[src/rtl/cpu_core_pkg.sv]
// cpu_core_pkg: opcodes, instruction field positions and FSM state encodings shared by the core
package cpu_core_pkg;
    localparam logic [3:0] OP_NOP = 4'h0;
    localparam logic [3:0] OP_LD  = 4'h1;
    localparam logic [3:0] OP_ST  = 4'h2;
    localparam logic [3:0] OP_ADD = 4'h3;
    localparam logic [3:0] OP_SUB = 4'h4;
    localparam logic [3:0] OP_MOV = 4'h5;
    localparam logic [3:0] OP_JMP = 4'h6;
    localparam logic [3:0] OP_JEZ = 4'h7;
    localparam logic [3:0] OP_JNZ = 4'h8;
    localparam logic [3:0] OP_JC  = 4'h9;
    localparam logic [3:0] OP_OUT = 4'hA;
    localparam logic [3:0] OP_HLT = 4'hF;
    localparam int OP_HI = 7;
    localparam int OP_LO = 4;
    localparam int RD_HI = 3;
    localparam int RD_LO = 2;
    localparam int RS_HI = 1;
    localparam int RS_LO = 0;
    typedef enum logic [2:0] {S_IDLE, S_FETCH, S_DECODE, S_ARG, S_MEM, S_HALT} state_t;
    function automatic logic is_jump(input logic [3:0] op);
        return op inside {OP_JMP, OP_JEZ, OP_JNZ, OP_JC};
    endfunction
    function automatic logic has_arg(input logic [3:0] op);
        return is_jump(op) || op inside {OP_LD, OP_ST};
    endfunction
endpackage

[src/rtl/cpu_regfile.sv]
// cpu_regfile: NUM_REGS x DATA_W registers, two combinational read ports, one write port, async clear
module cpu_regfile #(
    parameter int DATA_W   = 8,
    parameter int NUM_REGS = 4,
    parameter int IW       = $clog2(NUM_REGS)
) (
    input  logic              clk,
    input  logic              reset,
    input  logic [IW-1:0]     rd_sel,
    input  logic [IW-1:0]     rs_sel,
    output logic [DATA_W-1:0] rd_val,
    output logic [DATA_W-1:0] rs_val,
    input  logic              we,
    input  logic [IW-1:0]     wsel,
    input  logic [DATA_W-1:0] wdata
);
    logic [DATA_W-1:0] regs_q [NUM_REGS];
    logic [DATA_W-1:0] regs_d [NUM_REGS];
    always_comb begin
        regs_d = regs_q;
        if (we) regs_d[wsel] = wdata;
    end
    always_ff @(posedge clk or negedge reset) begin
        if (!reset) regs_q <= '{default: '0};
        else        regs_q <= regs_d;
    end
    assign rd_val = regs_q[rd_sel];
    assign rs_val = regs_q[rs_sel];
endmodule

[src/rtl/cpu_core.sv]
// cpu_core: parametrised multi-cycle CPU with req/ack memory port, flags, output port and halt
module cpu_core
    import cpu_core_pkg::*;
#(
    parameter int                DATA_W   = 8,
    parameter int                ADDR_W   = 8,
    parameter int                NUM_REGS = 4,
    parameter logic [ADDR_W-1:0] RESET_PC = '0
) (
    input  logic              clk,
    input  logic              reset,
    output logic              mem_req,
    output logic              mem_we,
    output logic [ADDR_W-1:0] mem_addr,
    output logic [DATA_W-1:0] mem_wdata,
    input  logic [DATA_W-1:0] mem_rdata,
    input  logic              mem_ack,
    output logic              out_valid,
    output logic [DATA_W-1:0] out_data,
    output logic              halted
);
    localparam int IW = $clog2(NUM_REGS);
    state_t            state_q, state_d;
    logic [ADDR_W-1:0] pc_q, pc_d, addr_q, addr_d;
    logic [7:0]        ir_q, ir_d;
    logic              z_q, z_d, c_q, c_d, out_valid_q, out_valid_d;
    logic [DATA_W-1:0] out_data_q, out_data_d, rd_val, rs_val, rf_wdata;
    logic [DATA_W:0]   res;
    logic              rf_we, taken;
    logic [3:0]        op;
    logic [IW-1:0]     rd_sel, rs_sel;
    assign op     = ir_q[OP_HI:OP_LO];
    assign rd_sel = IW'(ir_q[RD_HI:RD_LO] % NUM_REGS);
    assign rs_sel = IW'(ir_q[RS_HI:RS_LO] % NUM_REGS);
    assign res    = op == OP_ADD ? {1'b0, rd_val} + {1'b0, rs_val} : {1'b0, rd_val} - {1'b0, rs_val};
    assign taken  = op == OP_JMP || (op == OP_JEZ && z_q) || (op == OP_JNZ && !z_q) || (op == OP_JC && c_q);
    cpu_regfile #(.DATA_W(DATA_W), .NUM_REGS(NUM_REGS), .IW(IW)) u_regfile (
        .clk    (clk),
        .reset  (reset),
        .rd_sel (rd_sel),
        .rs_sel (rs_sel),
        .rd_val (rd_val),
        .rs_val (rs_val),
        .we     (rf_we),
        .wsel   (rd_sel),
        .wdata  (rf_wdata)
    );
    always_comb begin
        state_d     = state_q;
        pc_d        = pc_q;
        ir_d        = ir_q;
        addr_d      = addr_q;
        z_d         = z_q;
        c_d         = c_q;
        out_valid_d = 1'b0;
        out_data_d  = out_data_q;
        rf_we       = 1'b0;
        rf_wdata    = state_q == S_MEM ? mem_rdata : op == OP_MOV ? rs_val : res[DATA_W-1:0];
        case (state_q)
            S_IDLE: state_d = S_FETCH;
            S_FETCH: if (mem_ack) begin
                ir_d    = mem_rdata[7:0];
                pc_d    = pc_q + 1'b1;
                state_d = S_DECODE;
            end
            S_DECODE: begin
                state_d = op == OP_HLT ? S_HALT : has_arg(op) ? S_ARG : S_FETCH;
                rf_we   = op inside {OP_ADD, OP_SUB, OP_MOV};
                if (op inside {OP_ADD, OP_SUB}) begin
                    c_d = res[DATA_W];
                    z_d = res[DATA_W-1:0] == '0;
                end
                if (op == OP_OUT) begin
                    out_valid_d = 1'b1;
                    out_data_d  = rd_val;
                end
            end
            S_ARG: if (mem_ack) begin
                addr_d  = mem_rdata[ADDR_W-1:0];
                pc_d    = is_jump(op) && taken ? mem_rdata[ADDR_W-1:0] : pc_q + 1'b1;
                state_d = is_jump(op) ? S_FETCH : S_MEM;
            end
            S_MEM: if (mem_ack) begin
                rf_we   = op == OP_LD;
                state_d = S_FETCH;
            end
            default: state_d = state_q;
        endcase
    end
    always_ff @(posedge clk or negedge reset) begin
        if (!reset) begin
            state_q     <= S_IDLE;
            pc_q        <= RESET_PC;
            ir_q        <= '0;
            addr_q      <= '0;
            z_q         <= 1'b0;
            c_q         <= 1'b0;
            out_valid_q <= 1'b0;
            out_data_q  <= '0;
        end else begin
            state_q     <= state_d;
            pc_q        <= pc_d;
            ir_q        <= ir_d;
            addr_q      <= addr_d;
            z_q         <= z_d;
            c_q         <= c_d;
            out_valid_q <= out_valid_d;
            out_data_q  <= out_data_d;
        end
    end
    assign mem_req   = state_q inside {S_FETCH, S_ARG, S_MEM};
    assign mem_we    = state_q == S_MEM && op == OP_ST;
    assign mem_addr  = state_q == S_MEM ? addr_q : pc_q;
    assign mem_wdata = rd_val;
    assign out_valid = out_valid_q;
    assign out_data  = out_data_q;
    assign halted    = state_q == S_HALT;
endmodule
[config.mk]
export PLATFORM = sky130hd
export DESIGN_NAME = cpu_core
export DESIGN_NICKNAME = d
export VERILOG_FILES = /design/src/rtl/cpu_core_pkg.sv /design/src/rtl/cpu_regfile.sv /design/src/rtl/cpu_core.sv
export SDC_FILE = /design/constraint.sdc
export NUM_CORES = 1
export LEC_CHECK = 0
export CAP_MARGIN = 25
export CORE_MARGIN = 8
export CORE_UTILIZATION = 58
export DETAILED_ROUTE_END_ITERATION = 12
export GPL_TIMING_DRIVEN = 0
export PLACE_DENSITY = 0.92
export SETUP_SLACK_MARGIN = 0.5
export SLEW_MARGIN = 20
export SYNTH_ARGS = -nofsm -noshare
export SYNTH_HDL_FRONTEND = slang
export SYNTH_SLANG_ARGS = --single-unit
[constraint.sdc]
create_clock -name clk -period 4.83 [get_ports clk]
set_clock_uncertainty 0.1 [all_clocks]
set_input_delay 0.966 -clock clk [delete_from_list [all_inputs] [get_ports clk]]
set_output_delay 0.966 -clock clk [all_outputs]
set_load 0.03 [all_outputs]
* Word-level counts from Yosys, hierarchy flattened
Cells that the tools add are included.
Storage, ports and cells: flip-flop bits (word level) 70, input bits 11, output and inout bits 28, logic and storage cells 93
Cells by class: $add $sub $neg 3, order comparisons 3, eq/ne operators 19, muxes and demuxes 28, bitwise operators 2, reduce and logical (&&, ||, !) cells 26
Operators by type and width (count):
- $mux 8 | 11
- $bmux 8 s2 | 2
- $bwmux 32 | 1
- $demux 8 s2 | 1
- $eq 4x3->1 const B | 4
- $eq 4x4->1 const B | 4
- $pmux 8 s2 | 1
- $mux 3 | 5
- $pmux 3 s5 | 1
- $add 8x8->9 | 1
- $mux 9 | 1
- $sub 8x8->9 | 1
- $add 8x1->8 const B | 1
- $eq 4x2->1 const B | 2
- $logic_not 8->1 | 1
- $reduce_and 2->1 | 4
- $eq 3x2->1 const B | 2
- $eq 3x3->1 const B | 2
- $ge 3x3->1 const B | 2
- $logic_and 1x1->1 | 6
- $ne 2x2->1 const B | 3
- $not 2->3 | 2
- $reduce_bool 2->1 | 3
- $reduce_bool 3->1 | 2
- 13 further kinds | 18

* Depth between registers and ports, before layout
Gate-level depths: netlist (run 1).
word-level depth 9, mapped depth 13, gate-level depth less buffers 12

* Modules after synthesis
Synthesis (run 1) repeated with hierarchy kept, for this count alone.
Unflattened totals: cells, all modules 397, area total of the unflattened synthesis 4211.5 um^2
By module, submodules not included:
- cpu_core | instances 1, cells an instance 309, area an instance 2621.3 um^2, sequential area each 950.9 um^2
- cpu_regfile | instances 1, cells an instance 88, area an instance 1590.3 um^2, sequential area each 800.8 um^2

* Least setup slack after synthesis (run 1)
No wires, ideal clock.
path kind reg-to-reg, start point register ir_q[0], end point register u_regfile.regs_q[15] in the netlist's numbering, setup time 64 ps, data arrival time 3280 ps, required time 4666 ps, path slack 1386 ps, stages on the path, launching flop included 14, path buffers 1, period minus slack after synthesis 3444 ps, cells stage by stage dfrtp_1 buf_6 mux4_2 inv_1 ha_1 and3_1 nor2_1 xor2_1 ha_1 a21oi_1 mux2_4 or4b_4 a21oi_4 mux2_4
Between the ends: word-level cells in the longest chain between the ends 9, elaborated cells on any way between the ends 10, those cells by class 2 x add/sub; 7 x mux; 1 x bitwise
RTL lines:
- from (decl) | line cpu_core.sv:25 | logic [7:0] ir_q, ir_d;
- from (signal assigned) | line cpu_core.sv:103 | ir_q <= ir_d;
- $not 2->3 (implied by the code) * | line cpu_regfile.sv:28 | assign rs_val = regs_q[rs_sel];
- $bmux 8 s2 * | line cpu_regfile.sv:28
- $mux 8 (implied by the code) * (2 in series) | line cpu_regfile.sv:28
- $sub 8x8->9 / $add 8x8->9 (equally long branches) | line cpu_core.sv:35 | assign res = op == OP_ADD ? {1'b0, rd_val} + {1'b0, rs_val} : {1'b0, rd_val} - {1'b0, rs_val};
- $mux 9 | line cpu_core.sv:35
- $mux 8 * (2 in series) | line cpu_core.sv:58 | rf_wdata = state_q == S_MEM ? mem_rdata : op == OP_MOV ? rs_val : res[DATA_W-1:0];
- $bwmux 32 * | line cpu_regfile.sv:21 | if (we) regs_d[wsel] = wdata;
- to (signal assigned) | line cpu_regfile.sv:25 | else regs_q <= regs_d;
- to (decl) | line cpu_regfile.sv:17 | logic [DATA_W-1:0] regs_q [NUM_REGS];
Every way passes the cells marked *; elsewhere a longest branch is shown, timed or not. The select of a mux whose other input is x is not followed. A chain may end at the register's enable or synchronous reset.

* Final worst setup path (run 1)
start point register state_q[1], end point output port mem_addr[5]
Between the ends: word-level cells in the longest chain between the ends 2
RTL lines:
- from (decl) | line cpu_core.sv:23 | state_t state_q, state_d;
- from (signal assigned) | line cpu_core.sv:101 | state_q <= state_d;
- $eq 3x3->1 | line cpu_core.sv:113 | assign mem_addr = state_q == S_MEM ? addr_q : pc_q;
- $mux 8 | line cpu_core.sv:113
- to (decl) | line cpu_core.sv:14 | output logic [ADDR_W-1:0] mem_addr,
No other way between the ends.

==> results of run 1 <==
-- final cells by class --
type | instances | area [µm²]
clock inverters | 6 | 109
plain buffers | 23 | 126
flip-flops and latches | 70 | 1750
repair buffers | 39 | 398
multi-input cells | 337 | 2310
clock buffers | 10 | 138
well taps | 99 | 124
fillers | 544 | 2150
inverters | 9 | 33.8
-- worst min path at each step --
stage	cells past startpoint	slack, ps	startpoint	endpoint
after CTS	2	380	out_data[5]$_DFFE_PN0P_	out_data[5]$_DFFE_PN0P_
after global placement	2	360	out_data[3]$_DFFE_PN0P_	out_data[3]$_DFFE_PN0P_
after detailed placement	2	360	out_data[5]$_DFFE_PN0P_	out_data[5]$_DFFE_PN0P_
after floorplan	2	350	c_q$_DFFE_PN0P_	c_q$_DFFE_PN0P_
after global routing	1	430	reset	addr_q[3]$_DFFE_PN0P_
final	2	380	out_data[5]$_DFFE_PN0P_	out_data[5]$_DFFE_PN0P_
-- flip-flops by register name, indices dropped and copies added, names as in the netlist --
register and count:
u_regfile.regs_q 32, addr_q 8, ir_q 8, out_data 8
pc_q 8, state_q 3, c_q 1, out_valid 1
z_q 1
-- power by group through the flow --
stage          Combinational, mW  Clock, mW  Sequential [mW]
2_1_floorplan           0.000906          0            0.597
3_3_place_gp              0.0250          0            0.597
3_5_place_dp              0.0275          0            0.597
4_1_cts                   0.0277      0.592            0.586
5_1_grt                   0.0302      0.619            0.585
6_report                  0.0273      0.592            0.586
-- metrics by stage --
stage                     instances  area (µm²)
after floorplan                 439        4220
after global placement          576        4730
after detailed placement        577        4740
after CTS                       593        4990
after global routing            593        4990
final                           593        4990
-- logic make-up after synthesis --
| group | count (synthesis) |
|---|---|
| fa+ha+maj | 11 |
| compound gates | 98 |
| mux | 39 |
| simple gates | 177 |
| buf+inv | 32 |
| flops | 70 |
| xor+xnor | 12 |
-- Yosys cell counts, types with 3 or more instances --
| cell | instances |
|---|---|
| clkbuf_1 | 8 |
| nand3_1 | 7 |
| a31oi_1 | 3 |
| buf_6 | 3 |
| a21oi_1 | 28 |
| o21ai_0 | 18 |
| buf_2 | 10 |
| o21ai_1 | 30 |
| mux2_2 | 16 |
| mux2_4 | 3 |
| xnor2_1 | 6 |
| o31ai_1 | 4 |
| nor2_1 | 24 |
| mux4_2 | 16 |
| dfrtp_1 | 70 |
| ha_1 | 10 |
| nand2_1 | 106 |
| xor2_1 | 6 |
| nor3_1 | 10 |
| inv_1 | 8 |
| nand2b_1 | 3 |
-- worst min-delay path: cells and delay by family, from the launching register on --
kind | cells | cell delay (ps)
AND/OR/NAND/NOR | 2 | 100
flip-flops | 1 | 340
-- per-layer routing --
layer | global-route usage (%) | wire length, µm
met5 | 0 | 0
met4 | 13.3 | 392
met3 | 4.95 | 814
met2 | 40.5 | 5850
met1 | 26.9 | 4330
==> results by group, run 1 <==
Critical path
  – Setup crit end: mem_addr[5]
  – Reg-to-reg slack, setup: ~910 ps
  – Cell Chain, Critical Path: clkbuf_1 > nor3_1 > clkbuf_1 > nand2_1 > nand2_1 > clkdlybuf4s50_1
  – Worst Setup SP: state_q[1]$_DFFE_PN0P_
  – Worst Path Buf+Inv: 3
  – Worst endpoint required time: around 3800 ps
  – Setup crit start kind: flop
  – Cells on worst reg2reg path: 13
  – Worst R2R Start: ir_q[0]$_DFFE_PN0P_
  – Crit. End Element: output port
  – CP peak stage delay: between 600 and 700 ps
  – CP Data Arrival Time: 3010 ps
  – Worst path depth: 6
  – Reg2reg end: u_regfile.regs_q[15]$_DFFE_PN0P_
  – Worst Path Max Fanout: 10
  – Critical path's top delay family: buffers and inverters
  – Crit path kind: flop to output port
  – Cell at the slowest stage of the critical path: clkdlybuf4s50_1

Clock network
  – TritonCTS clock tree: built
  – Maximum root-to-sink buffer count: 2
  – Clock Pin Slew Worst Setup and Hold Paths: 80 ps
  – Clk root buf: clkbuf_8
  – Clk sinks: 70
  – Number of buffers created by CTS: 9
  – Clock Latency Late Sink: ~370 ps
  – Post-CTS Hold Fix Bufs: 0
  – CTS resizes: 0
  – Setup bufs post-CTS: 0
  – H-tree lvl count: 3

STA
  – Final hold vios: 0
  – Worst-margin pin slew: 742 ps
  – Final setup margin: between 700 and 800 ps
  – Peak Freq: about 250 MHz
  – Slew HR: between 50% and 60%
  – Fin crit share: between 80% and 90%
  – Slew Limit Fails: 0
  – Setup_tns: 0 ps
  – Min Tclk post-route: 4080 ps
  – Setup violators final: 0
  – RSZ-0062 raised after global routing: no
  – Hold WS: 377 ps

Pwr
  – Sw Share: around a fifth
  – P_sw: approximately 0.25 mW
  – Power density over cell area: approximately 240 mW/mm²
  – Combinational fraction of design power: ~2.3%
  – Clock Power Share: approximately 50%
  – P_int: 0.951 mW
  – Overall power: approximately 1.2 mW
  – Leak Pwr: approximately 2.3 nW
  – Part of the power in registers: 48.6%
  – Worst VDD drop: 0.128 mV

Logic synthesis
  – Syn_nets: 461
  – Main synth FF type: dfrtp_1
  – Post-synthesis cell area: roughly 0.0042 mm²
  – Compound-Gate Fraction of Synth Area: 13.5%
  – Post-synth cell types: 62
  – Post-Synth Simple-Gate Area: about a fifth
  – Adder-cell area share of the yosys netlist: ~3.4%
  – Top-area cell type share of the netlist area: approximately two fifths
  – Post-synthesis mux area share: between 10 and 15%
  – Yosys top cell by area: dfrtp_1
  – Synth Warn #: 0
  – Cell count after synthesis: roughly 440
  – Seq cells post-synth: 70
  – Post-synthesis area per instance: 9.62 µm²
  – Post-Synth XOR/XNOR Area: about 2.5%
  – Main combinational cell family by area after synthesis: simple AND/OR/NAND/NOR gates
  – Top post-synthesis cells by area: dfrtp_1 (41%), nand2_1 (9.4%), mux4_2 (8.5%)
  – Asr flop ratio synth: 100%
  – Seq/Total Area, Yosys: roughly 41%
  – Post-synth EDFFs: 0

Global route
  – Pin count of the biggest net entering global routing: 46
  – Grt ovf: 0
  – Initial antenna violation count: 0
  – Total Routing Usage GR: about a quarter
  – Vias in the first global route: 3808
  – First-pass GRT wire length: between 15 and 20 mm

Cells and area
  – Final Core Density: between 60% and 70%
  – Share of post-route cells with drive strength above 1: 16.8%
  – # diodes: 0
  – Most common cell after layout, fill and taps aside: nand2_1
  – Nets: just over 500
  – Synth-to-layout area growth: 18.2%
  – Commonest cells after routing, fill and taps aside: nand2_1 (106), dfrtp_1 (70), clkdlybuf4s50_1 (37), o21ai_1 (30), a21oi_1 (28)

Floorplanning
  – # IOs: 39
  – Rows: 31
  – Initial core utilization: just under 60%
  – Die ar.: 0.0103 mm²
  – Die Width: about 100 µm
  – Die height: around 100 µm
  – Core area: 0.00714 mm²

Place
  – Place WS: 995 ps
  – GPL Wtd Cong: around 0.94
  – Port Buffers: 38
  – HPWL after detailed placement: 8.10 mm

Routing
  – Post-route DRC violation count: 0
  – Total wire length: between 10 and 15 mm
  – Via Count: about 3700
  – Iter 0 DRT Violations: between 400 and 500
  – Routed length per instance: ~19 µm
  – Routed Antenna Nets: 0
  – DRT Pass-1 Iters: 5
  – Avg Vias per Cell: ~6.2

Status
  – Outcome: finished clean

Min path
  – Min-delay worst type: flop to flop

Flow run
  – # Max-Cap Violations: 0
(Power assumes the default switching activity.)
==> run 2: changes to the inputs <==
Settings changed: CORE_UTILIZATION 58 to 52, PLACE_DENSITY 0.92 to 0.88.
Clock period 4.83 ns to 3.31 ns, I/O delays scaled along.
==> results by group, run 2 (synthesis results as in run 1) <==
Status
  – Outcome: finished, violations left
  – Failing checks: negative setup slack

Critical path
  – Worst Path Max Fanout: 8 (-2)
  – Cell at the slowest stage of the critical path: mux4_2
  – Critical path's top delay family: multiplexers
  – Crit path kind: flop to flop
  – Cell Chain, Critical Path: buf_6 > mux4_2 > inv_2 > ha_4 > and3_4 > nor2_2 > xor2_1 > ha_1 > a21oi_2 > mux2_4 > or4b_4 > a21oi_4 > mux2_1
  – Worst Path Buf+Inv: 2 (-1)
  – CP Data Arrival Time: 3820 ps (+810 ps)
  – Setup crit start kind: flop
  – Worst endpoint required time: 3500 ps (-260 ps)
  – Crit. End Element: flop
  – CP peak stage delay: 560 ps (-120 ps)

Cells and area
  – Most flops, register: u_regfile.regs_q
  – # diodes: 0 (unchanged)
  – Fillers: 548 (+0.74%)
  – Most common cell after layout, fill and taps aside: nand2_1
  – Share of post-route cells with drive strength above 1: 35.2% (+18 points)
  – Final Non-Filler Cells: 628 (+5.9%)
  – Nets: 540 (+5.7%)
  – Max reg flops: 32 (unchanged)
  – Synth-to-layout area growth: 30.1%
  – Commonest cells after routing, fill and taps aside: nand2_1 (102), dfrtp_1 (69), o21ai_1 (29), buf_4 (28), nor2_1 (20)

Global route
  – Grt ovf: 0 (unchanged)
  – First-pass GRT wire length: 19.5 mm (+4.2%)
  – Total Routing Usage GR: 21.5% (-2.1 points)
  – Pin count of the biggest net entering global routing: 47 (+2.2%)
  – Initial antenna violation count: 0 (unchanged)
  – Vias in the first global route: 3851 (+1.1%)

STA
  – Slew HR: 48.5% (-1.8 points)
  – Setup_tns: -1710 ps (-1710 ps)
  – Final hold vios: 0 (unchanged)
  – Min Tclk post-route: 3630 ps
  – RSZ-0062 raised after global routing: yes
  – Setup violators final: 9 (+9)
  – Fin crit share: 110%
  – Hold WS: 111 ps (-266 ps)
  – Final setup margin: -320 ps (-1070 ps)
  – Worst-margin pin slew: 770 ps (+27.4 ps)
  – Peak Freq: ~280 MHz
  – Slew Limit Fails: 0 (unchanged)

Floorplanning
  – Rows: 33 (+6.5%)
  – Die ar.: 0.0113 mm² (+9.7%)
  – Initial core utilization: 52.4% (-6.7 points)
  – Core area: 0.00805 mm² (+13%)
  – Die height: 106 µm (+4.7%)
  – Die Width: 106 µm (+4.7%)
  – # IOs: 39 (unchanged)

Clock network
  – Maximum root-to-sink buffer count: 2 (unchanged)
  – TritonCTS clock tree: built
  – Clk root buf: clkbuf_8
  – Clk sinks: 70 (unchanged)
  – H-tree lvl count: 3 (unchanged)
  – Clock Pin Slew Worst Setup and Hold Paths: 80 ps (about the same)
  – Number of buffers created by CTS: 9 (unchanged)
  – Clock Latency Late Sink: 350 ps (-20 ps)

Pwr
  – Power density over cell area: 295 mW/mm² (+22%)
  – Leak Pwr: 2.54 nW (+13%)
  – Worst VDD drop: 0.163 mV (+27%)

Routing
  – Total wire length: 12.4 mm (+9.3%)
  – Routed Antenna Nets: 0 (unchanged)
  – Post-route DRC violation count: 0 (unchanged)
  – Iter 0 DRT Violations: 283 (-31%)
  – DRT Pass-1 Iters: 4 (-1)
  – Via Count: 3918 (+6.1%)
  – Routed length per instance: 19.8 µm (+3.2%)
  – Avg Vias per Cell: 6.24 (+0.21%)

Place
  – HPWL after detailed placement: 7.87 mm (-2.8%)
  – Placed insts: 583 (+1.0%)
  – Port Buffers: 38 (unchanged)
  – GPL Wtd Cong: 0.898 (-4.7%)

Flow run
  – # Max-Cap Violations: 0 (unchanged)

Min path
  – Min-delay worst type: primary input to async pin
[run 2: changes by cell type in the layout (fill, tap and decap cells not counted), moves of 7 or more]
cell             before  now
a21oi_2               0    7
a21oi_1              28   18
buf_2                10   19
buf_4                 2   28
clkdlybuf4s50_1      37   19
[run 2: layout make-up]
class,count,area [µm²],share of cell area [%]
buffer,23,165,3.01
tap,105,131,2.39
timing repair buffer,68,581,10.6
clock buffer,13,159,2.89
multi-input combinational,337,2630,47.8
clock inverter,3,42.5,0.774
inverter,9,36.3,0.661
sequential,70,1750,31.9
[run 2: path summary, 6_finish.rpt]
| path | startpoint | end | slack, ps | depth (start not counted) |
|---|---|---|---|---|
| max | ir_q[0]$_DFFE_PN0P_ | u_regfile.regs_q[31]$_DFFE_PN0P_ | -320 | 13 |
| min | reset | addr_q[3]$_DFFE_PN0P_ | 110 | 1 |
| max reg2reg | ir_q[0]$_DFFE_PN0P_ | u_regfile.regs_q[31]$_DFFE_PN0P_ | -320 | 13 |
| min reg2reg | out_data[7]$_DFFE_PN0P_ | out_data[7]$_DFFE_PN0P_ | 380 | 2 |
| max in group asynchronous | reset | u_regfile.regs_q[0]$_DFFE_PN0P_ | 2430 | 2 |
| min in group clk | out_data[7]$_DFFE_PN0P_ | out_data[7]$_DFFE_PN0P_ | 380 | 2 |
[run 2: repair_timing]
action	CTS	global route
cloned	0	0
setup buffers	14	15
setup endpoints to repair	48	44
gates resized for setup	110	40
pin swaps	19	15
hold buffers	0	0
[run 2: through the flow]
stage	instance area, µm²	utilization, %	setup WS [ps]	total power [mW]
after floorplan	4280	-	-65.3	0.873
after global placement	4790	59.5	-816	0.908
after detailed placement	4800	59.7	-332	0.912
after CTS	5230	65.0	-260	1.62
after global routing	5490	68.2	-454	1.67
final	5490	68.2	-320	1.62
[run 2: where the power goes]
group	internal (mW)	leakage (nW)	total (mW)	switching [mW]
Combinational	0.0134	1.48	0.0408	0.0274
Clock	0.389	0.0996	0.725	0.336
Sequential	0.854	0.957	0.854	0
Total	1.26	2.54	1.62	0.363
[run 2: per-layer routing]
layer  wire length [µm]  up-vias  track usage (%)
met2               6340      215             36.9
met1               4750     1933             25.5
li1                   -     1724                -
met5                  0        -                0
met3                881       46             4.17
met4                475        0             10.2
